File: config.mk
export PLATFORM = sky130hd
export DESIGN_NAME = uart_cmd_ctrl
export DESIGN_NICKNAME = d
export VERILOG_FILES = /design/src/rtl/uart_cmd_ctrl.sv
export SDC_FILE = /design/constraint.sdc
export NUM_CORES = 1
export LEC_CHECK = 0
export CAP_MARGIN = 25
export CORE_ASPECT_RATIO = 1.5
export CORE_MARGIN = 10
export CORE_UTILIZATION = 54
export CTS_CLUSTER_DIAMETER = 120
export CTS_CLUSTER_SIZE = 14
export DETAILED_ROUTE_END_ITERATION = 10
export PLACE_DENSITY = 0.73
export REMOVE_ABC_BUFFERS = 1
export SLEW_MARGIN = 20
export SYNTH_ARGS = -nofsm -noshare
export SYNTH_HDL_FRONTEND = slang
export SYNTH_SLANG_ARGS = --single-unit
File: constraint.sdc
create_clock -name clk -period 3.54 [get_ports clk]
set_clock_uncertainty 0.15 [all_clocks]
set_input_delay 0.354 -clock clk [delete_from_list [all_inputs] [get_ports clk]]
set_output_delay 0.354 -clock clk [all_outputs]
set_load 0.02 [all_outputs]
File: src/rtl/uart_cmd_ctrl.sv
// uart_cmd_ctrl: frame-level controller behind the UART receiver.
// Assembles HEADER, ADDR, DATA, CHK byte frames into register-write strobes,
// flags checksum errors and inter-byte timeouts, and counts good frames.
`timescale 1ns / 1ps

module uart_cmd_ctrl #(
    parameter logic [7:0]  HEADER      = 8'h55,
    parameter int unsigned TIMEOUT_CYC = 50_000
) (
    input  logic       clk,
    input  logic       rst_n,
    input  logic [7:0] rx_data,
    input  logic       rx_done,
    output logic       wr_en,
    output logic [7:0] wr_addr,
    output logic [7:0] wr_data,
    output logic       frame_err,
    output logic       busy,
    output logic [7:0] frame_cnt
);

    typedef enum logic [1:0] {StIdle, StAddr, StData, StChk} state_e;

    // Counter value at which the frame is declared stalled.
    localparam logic [23:0] TmoLast = 24'(TIMEOUT_CYC - 1);

    state_e      state_q, state_d;
    logic        rx_done_q;
    logic        byte_evt;
    logic        timeout;
    logic [7:0]  addr_q, addr_d;
    logic [7:0]  data_q, data_d;
    logic [7:0]  chk_sum;
    logic [23:0] tmo_q, tmo_d;
    logic        wr_en_d, frame_err_d, busy_d;
    logic [7:0]  wr_addr_d, wr_data_d, frame_cnt_d;

    // A long rx_done level counts once; the 1 reset value hides a level
    // that is already high when reset is released.
    assign byte_evt = rx_done & ~rx_done_q;
    assign chk_sum  = addr_q + data_q;
    // A byte arriving in the timeout cycle takes priority.
    assign timeout  = (state_q != StIdle) && (tmo_q == TmoLast) && !byte_evt;

    // Previous-cycle copy of rx_done for edge detection.
    always_ff @(posedge clk or negedge rst_n) begin
        if (!rst_n) begin
            rx_done_q <= 1'b1;
        end else begin
            rx_done_q <= rx_done;
        end
    end

    // Frame state, holding registers, timeout counter and registered outputs.
    always_ff @(posedge clk or negedge rst_n) begin
        if (!rst_n) begin
            state_q   <= StIdle;
            addr_q    <= 8'h00;
            data_q    <= 8'h00;
            tmo_q     <= 24'd0;
            wr_en     <= 1'b0;
            frame_err <= 1'b0;
            busy      <= 1'b0;
            wr_addr   <= 8'h00;
            wr_data   <= 8'h00;
            frame_cnt <= 8'h00;
        end else begin
            state_q   <= state_d;
            addr_q    <= addr_d;
            data_q    <= data_d;
            tmo_q     <= tmo_d;
            wr_en     <= wr_en_d;
            frame_err <= frame_err_d;
            busy      <= busy_d;
            wr_addr   <= wr_addr_d;
            wr_data   <= wr_data_d;
            frame_cnt <= frame_cnt_d;
        end
    end

    // Next-state and output decode on byte events and timeouts.
    always_comb begin
        state_d     = state_q;
        addr_d      = addr_q;
        data_d      = data_q;
        tmo_d       = tmo_q + 24'd1;
        wr_en_d     = 1'b0;
        frame_err_d = 1'b0;
        wr_addr_d   = wr_addr;
        wr_data_d   = wr_data;
        frame_cnt_d = frame_cnt;

        if (state_q == StIdle || byte_evt) begin
            tmo_d = 24'd0;
        end

        if (byte_evt) begin
            case (state_q)
                StIdle: begin
                    // Non-header bytes between frames are dropped silently.
                    if (rx_data == HEADER) begin
                        state_d = StAddr;
                    end
                end
                StAddr: begin
                    addr_d  = rx_data;
                    state_d = StData;
                end
                StData: begin
                    data_d  = rx_data;
                    state_d = StChk;
                end
                StChk: begin
                    state_d = StIdle;
                    if (rx_data == chk_sum) begin
                        wr_en_d     = 1'b1;
                        wr_addr_d   = addr_q;
                        wr_data_d   = data_q;
                        frame_cnt_d = frame_cnt + 8'd1;
                    end else begin
                        frame_err_d = 1'b1;
                    end
                end
                default: state_d = StIdle;
            endcase
        end else if (timeout) begin
            state_d     = StIdle;
            frame_err_d = 1'b1;
            tmo_d       = 24'd0;
        end

        busy_d = (state_d != StIdle);
    end

endmodule
==> flow_summary_export.csv, run 1 <==
group,metric,value,unit
timing,max_freq,0.331,GHz
grt,antenna_found_initial,0,
worst_setup_path,path_cells,"ha_1 -> fa_1 -> a211oi_2 -> o21bai_1 -> a21oi_2 -> xnor2_2 -> nor4_4 -> buf_4 -> mux2_2",
worst_setup_path,startpoint_type,"register",
grt,grt_pass1_vias,2494,
placement,placed_cells,409,
grt,grt_pass1_wl,11900,um
logic_synthesis,synth_seq_cells,70,
route,drtPass1Iterations,4,
pwr,combPwrFrac,40.5,%
status,outcome,"finished, final reports clean",
timing,setup_viol_count_final,0,
finish,syn_to_final_growth,18.3,%
hold_path,hp-class,"primary input to register",
route,drt_iter0_drc,100,
cts,worstSkewPairLatency,0.35,ns
placement,gp_congestion,0.883,
logic_synthesis,synthFlopType,"dfrtp_1",
finish,mostFrequentLayoutCells,"dfrtp_1 (69), clkdlybuf4s50_1 (36), mux2_2 (33)",
logic_synthesis,syn_inst,300,
floorplan,die_height,118,um
finish,drive_gt1_share,17.3,%
pwr,seqPwrFrac,38.8,%
floorplan,die_x,85.2,um
logic_synthesis,async_flop_share,100,%
timing,tightestPinTransition,0.619,ns
pwr,p_per_area,661,nW/um^2
grt,grt_busiest_layer,"met2",
grt,grt_max_degree,43,
cts,clkTransAtPathRegs,0.07,ns
logic_synthesis,synth_area,3440,um^2
logic_synthesis,synth-edff-count,0,
pwr,ir_worst_vdd,0.417,mV
route,drc,0,
floorplan,num_rows,35,
finish,antenna-diode-count,0,
worst_setup_path,endpoint_kind,"register",
timing,finalCritPeriodShare,85.4,%
floorplan,start_util,55.8,%
cts,cts_tree,"yes",
timing,maxSlewHeadroom,58.7,%
worst_setup_path,arrival,3.11,ns
cts,cts_resized,0,
route,via_per_inst,5.53,
pwr,p_clk_share,20.7,%
cts,cts.sinks,70,
pwr,p_sw,1.02,mW
cts,root_buffer,"clkbuf_8",
timing,timing.final.hold_violations,0,
pwr,swShare,37.8,%
floorplan,fp.coreArea,6170,um^2
worst_setup_path,cp_num_buf_inv,1,
finish,stdcell_count,426,
route,wl,7050,um
grt,grt_util_all_layers,14.6,%
placement,io_buffer_count,37,
timing,post-route-min-period,3.02,ns
grt,grt_util_met3,3.88,%
timing,tns,0,ns
route,final_antenna_net_count,0,
finish,final_common_cell,"dfrtp_1",
grt,grt.overflow.total,0,
timing,slew_violations,0,
grt,use_met2,25.6,%
finish,final_nets,372,
logic_synthesis,syn_avg_cell_area,11.5,um^2
logic_synthesis,ys_types,38,
worst_setup_path,path_class,"register to register",
pwr,p_leak,1.85,nW
worst_setup_path,required,3.62,ns
placement,post-dp-hpwl,5290,um
worst_setup_path,crit_fanout,12,
timing,rsz0062_at_grt,"false",
floorplan,ioPinCount,38,
floorplan,die-area,10000,um^2
logic_synthesis,yosysSeqAreaShare,50.9,%
flow_run,cap_violations,0,
cts,cts_buffer_depth,2,
grt,global_route.usage.met1,15.1,%
worst_setup_path,critPathMaxStageDelay,0.42,ns
pwr,internal_power,1.67,mW
cts,cts_buffers,9,
worst_setup_path,slowest_stage,"fa_1",
route,wl_per_cell,16.6,um
route,num_vias,2356,
logic_synthesis,synth-warning-count,0,
worst_setup_path,cp_top_family,"adder cells",
cts,htreeDepth,3,
[worst paths after layout]
path,from,to,slack (ns),cells past startpoint
max,addr_q[0],wr_addr[6],0.52,9
min,rx_done,rx_done_q,0.28,1
max reg2reg,addr_q[0],wr_addr[6],0.52,9
min reg2reg,tmo_q[0],tmo_q[0],0.32,1
max in group asynchronous,rst_n,data_q[0],1.89,3
min in group asynchronous,rst_n,frame_cnt[7],0.40,2
[layout make-up]
cell class,count,area [um^2]
tap,74,92.6
clock inverter,3,20.0
fill,501,2100
clock buffer,13,149
multi-input combinational,222,1650
sequential,70,1750
timing repair buffer,42,405
inverter,2,7.51
[cell families (layout without fill, tap and decap cells)]
| family | count (synthesis) | count (layout) | synth area share, % |
|---|---|---|---|
| AND/OR/NAND/NOR | 111 | 111 | 17.1 |
| buffers and inverters | 8 | 60 | 1.31 |
| AO/OA/AOI/OAI | 24 | 24 | 4.21 |
| adder cells (fa/ha/maj) | 14 | 14 | 5.30 |
| flip-flops | 70 | 70 | 50.9 |
| multiplexers | 33 | 33 | 10.8 |
| XOR/XNOR | 40 | 40 | 10.4 |
[repair_timing]
| item | CTS | global route |
|---|---|---|
| endpoints found under the hold margin | 27 | 0 |
| buffers inserted | 0 | 0 |
| hold buffers | 1 | 0 |
[power groups by stage]
stage          combinational (mW)  clock [mW]  sequential [mW]
6_report                     1.09       0.557             1.05
5_1_grt                      1.23       0.604             1.06
4_1_cts                      1.10       0.572             1.04
3_5_place_dp                 1.10           0             1.06
2_1_floorplan               0.861           0             1.04
3_3_place_gp                 1.06           0             1.05
[registers in the layout, indices dropped and copies added (netlist names)]
register,cells
tmo_q,24
state_q,2
addr_q,8
wr_addr,8
frame_err,1
wr_en,1
rx_done_q,1
wr_data,8
frame_cnt,8
busy,1
data_q,8
[layer usage]
metal	wire (um)	vias up
met5	0	-
met4	156	0
met3	210	13
met2	3860	31
met1	2830	1155
li1	-	1157
[worst reg2reg max path: stages (launching register included)]
cell and delay, ns:
dfrtp_1 0.39, ha_1 0.24, fa_1 0.42, a211oi_2 0.26, o21bai_1 0.13, a21oi_2 0.19
xnor2_2 0.18, nor4_4 0.32, buf_4 0.26, mux2_2 0.36
[synth_stat cells, types with 2 or more instances]
cell type	number	share of area (%)
and4_1	2	0.51
o21ai_0	8	1.2
nor4_1	9	1.6
buf_6	2	0.65
ha_1	13	4.7
or4_1	2	0.44
nor2_1	27	2.9
nand3_2	2	0.58
nor2b_1	2	0.36
nand2_1	22	2.4
xor2_1	23	5.8
nand3_1	16	2.3
dfrtp_1	69	50
a21o_1	2	0.44
a21oi_1	9	1.3
nor4bb_1	2	0.58
nand4_1	6	1.1
xnor2_1	16	4.1
mux2_2	33	11
inv_1	2	0.22
or3_1	4	0.73
and3_1	8	1.5
clkbuf_1	3	0.33
nor3_1	4	0.58
[through the flow]
stage	hold WS, ns	cell area, um^2	utilization, %	power (mW)	setup slack, ns
CTS	0.272	4070	66.0	2.72	0.506
detailed placement	0.253	3890	63.1	2.16	0.519
global placement	0.255	3890	63.1	2.12	0.574
finish	0.284	4070	66.0	2.69	0.516
floorplan	-0.0916	3410	-	1.90	0.368
global route	0.271	4070	66.0	2.90	0.351
No activity file was read; power rests on OpenSTA's default activity.
==> run 2, diff against run 1 <==
Settings changed: SLEW_MARGIN 20 to default.
==> results of run 2 <==
The final DEF is identical to that of run 1; final timing and power are the same.
==> patch (config.mk and constraints of run 2) <==
The 4 states of `state_e` get a one-hot encoding in 4 bits.
--- a/src/rtl/uart_cmd_ctrl.sv
+++ b/src/rtl/uart_cmd_ctrl.sv
@@ -20,5 +20,5 @@
 );
 
-    typedef enum logic [1:0] {StIdle, StAddr, StData, StChk} state_e;
+    typedef enum logic [3:0] {StIdle = 4'b0001, StAddr = 4'b0010, StData = 4'b0100, StChk = 4'b1000} state_e;
 
     // Counter value at which the frame is declared stalled.
Check against the original RTL: no difference found for any inputs over 10 cycles, from zero or initial values and one cycle with rst_n low; not proved beyond that.
==> patch against run 2 <==
- worst setup slack worse by 0.18 ns
- routed wire length rose by 4.8%
- synthesized area grew 1.6%
- global-route usage rose by 0.48 points
- design area is 3.5% higher
- critical path depth is 1 lower
- via count is 3.9% higher
- sequential cell count rose by 2
- critical endpoint is now wr_addr[7]
- highest routed layer unchanged
Power is not compared: it rests on default switching activity, and its combinational part moved more than twofold at a synthesized area within 25%.
==> patch: results (changes against run 2) <==
| Metric | Value |
|---|---|
| GP Congestion | 0.911 (+3.2%) |
| Pre-Repair DR Iteration Count | 4 (unchanged) |
| First-pass GRT wire length | 12400 µm (+4.1%) |
| Total GRT Usage | 15.1% (+0.48 points) |
| Leakage Power | 1.95 nW |
| CP max FO | 14 (+2) |
| Clock root buffer master | clkbuf_8 |
| Post-synthesis sequential area ratio | 51.6% (+0.68 points) |
| Total clock buffers created by CTS | 9 (unchanged) |
| Initial antenna violation count | 0 (unchanged) |
| Synth top cells by count | dfrtp_1, nor2_1, mux2_2, xor2_1, xnor2_1 |
| CP arrival | 3.29 ns (+0.18 ns) |
| Slew @ Worst Pin | 0.872 ns (+0.254 ns) |
| Cells taking the most area after synthesis | dfrtp_1, mux2_2, xor2_1, xnor2_1, nor2_1 |
| Status | complete, no violations |
| Slowest stage delay, CP | 0.40 ns (-0.02 ns) |
| Worst vdd ir | a little over 0.0003 V |
| Max reg flops | 24 (unchanged) |
| Met3 usage | 3.37% (-0.51 points) |
| Max Buffers Root-to-Sink | 2 (unchanged) |
| Critical path origin | addr_q[2] |
| Initial drt markers | 91 (-9.0%) |
| Number of fill cells | 506 (+1.0%) |
| Avg WL per Cell | 17.1 µm (+3.1%) |
| Vias in the first global route | 2553 (+2.4%) |
| CTS clock-pin slew for the worst setup and hold paths | 0.08 ns |
| Critical-path top delay cell | ha_1 |
| H-tree levels | 3 (unchanged) |
| CP delay by family, top | simple AND/OR/NAND/NOR gates |
| Ys async rst share | 100% (unchanged) |
| Hold crit path type | in -> async |
| Share of layout cells above drive strength 1 | 17.8% (+0.50 points) |
| Worst-skew pair later-pin latency | 0.35 ns (about the same) |
| Final HPWL DP | 5440 µm (+2.8%) |
| Met1 Use GR | 15.5% (+0.40 points) |
| Largest net degree at the start of global routing | 73 (+70%) |
| Via density per instance | 5.66 (+2.3%) |
| Final #Nets | 375 (+0.81%) |
| Post-CTS Resized | 0 (unchanged) |
| Most flops, register | tmo_q |
| M2 GR Usage | 27.7% (+2.1 points) |
| Synth unique cells | 42 (+11%) |
| IO Port Bufs | 37 (unchanged) |
## patch: cell count changes in the layout (fill, tap and decap cells not counted), sizes merged, moves of 4 or more
cell	run 2	this run
xnor2	17	21
a21oi	10	6
nor2	27	34
nand3	18	13
nor4b	0	4
inv	2	7
ha	13	9
## patch: final cells by class
type | instances | area share (%)
inverters | 6 | 0.534
clock inverters | 6 | 2.73
clock buffers | 10 | 3.26
flip-flops and latches | 72 | 42.8
multi-input cells | 223 | 38.9
well taps | 74 | 2.20
repair buffers | 42 | 9.55
## patch: metrics by stage
stage,instances,hold WS (ns),util (%),worst slack (ns),area [µm²]
floorplan,301,-0.0916,-,0.414,3470
global placement,417,0.307,63.8,0.406,3970
detailed placement,417,0.316,63.8,0.340,3970
CTS,433,0.0893,67.8,0.335,4220
global route,433,0.124,67.8,0.142,4220
finish,433,0.0606,67.8,0.340,4220
## patch: worst reg2reg max path, cell delays in order, from the launching register on
cell	delay, ns
dfrtp_1	0.39
ha_1	0.40
and3_2	0.25
a221oi_1	0.36
xnor2_1	0.20
nand3_1	0.30
nor4_4	0.38
buf_4	0.30
mux2_2	0.37
## patch: logic make-up (layout without fill, tap and decap cells)
family	Yosys count	in the layout	share of synthesized area, %
DFF	72	72	51.6
buffers and inverters	11	64	1.47
and+or+nand+nor	117	117	17.8
xor gates and xnor gates	44	44	11.2
AOI/OAI and AO/OA	19	19	3.50
adders and majority gates	10	10	3.79
muxes	33	33	10.6
## patch: routing by layer
metal	vias to the layer above	share of wire (%)	wire length [µm]
li1	1179	-	-
met5	-	0	0
met1	1213	38	2830
met3	14	3.3	246
met4	0	2.5	185
met2	43	56	4120
## patch: worst paths after layout
check | endpoint | slack (ns) | depth (start not counted)
worst max-delay path | wr_addr[7] | 0.34 | 8
worst min-delay path | frame_cnt[6] | 0.06 | 2
worst max register to register | wr_addr[7] | 0.34 | 8
worst min register to register | frame_cnt[7] | 0.32 | 1
max in group asynchronous | tmo_q[21] | 2.62 | 2
min in group clk | rx_done_q | 0.31 | 1
## patch: power by group
part | internal, mW | total (mW) | switching (mW)
logic | 0.0270 | 0.0729 | 0.0459
registers | 0.827 | 0.831 | 0.00359
clock network | 0.491 | 0.809 | 0.318
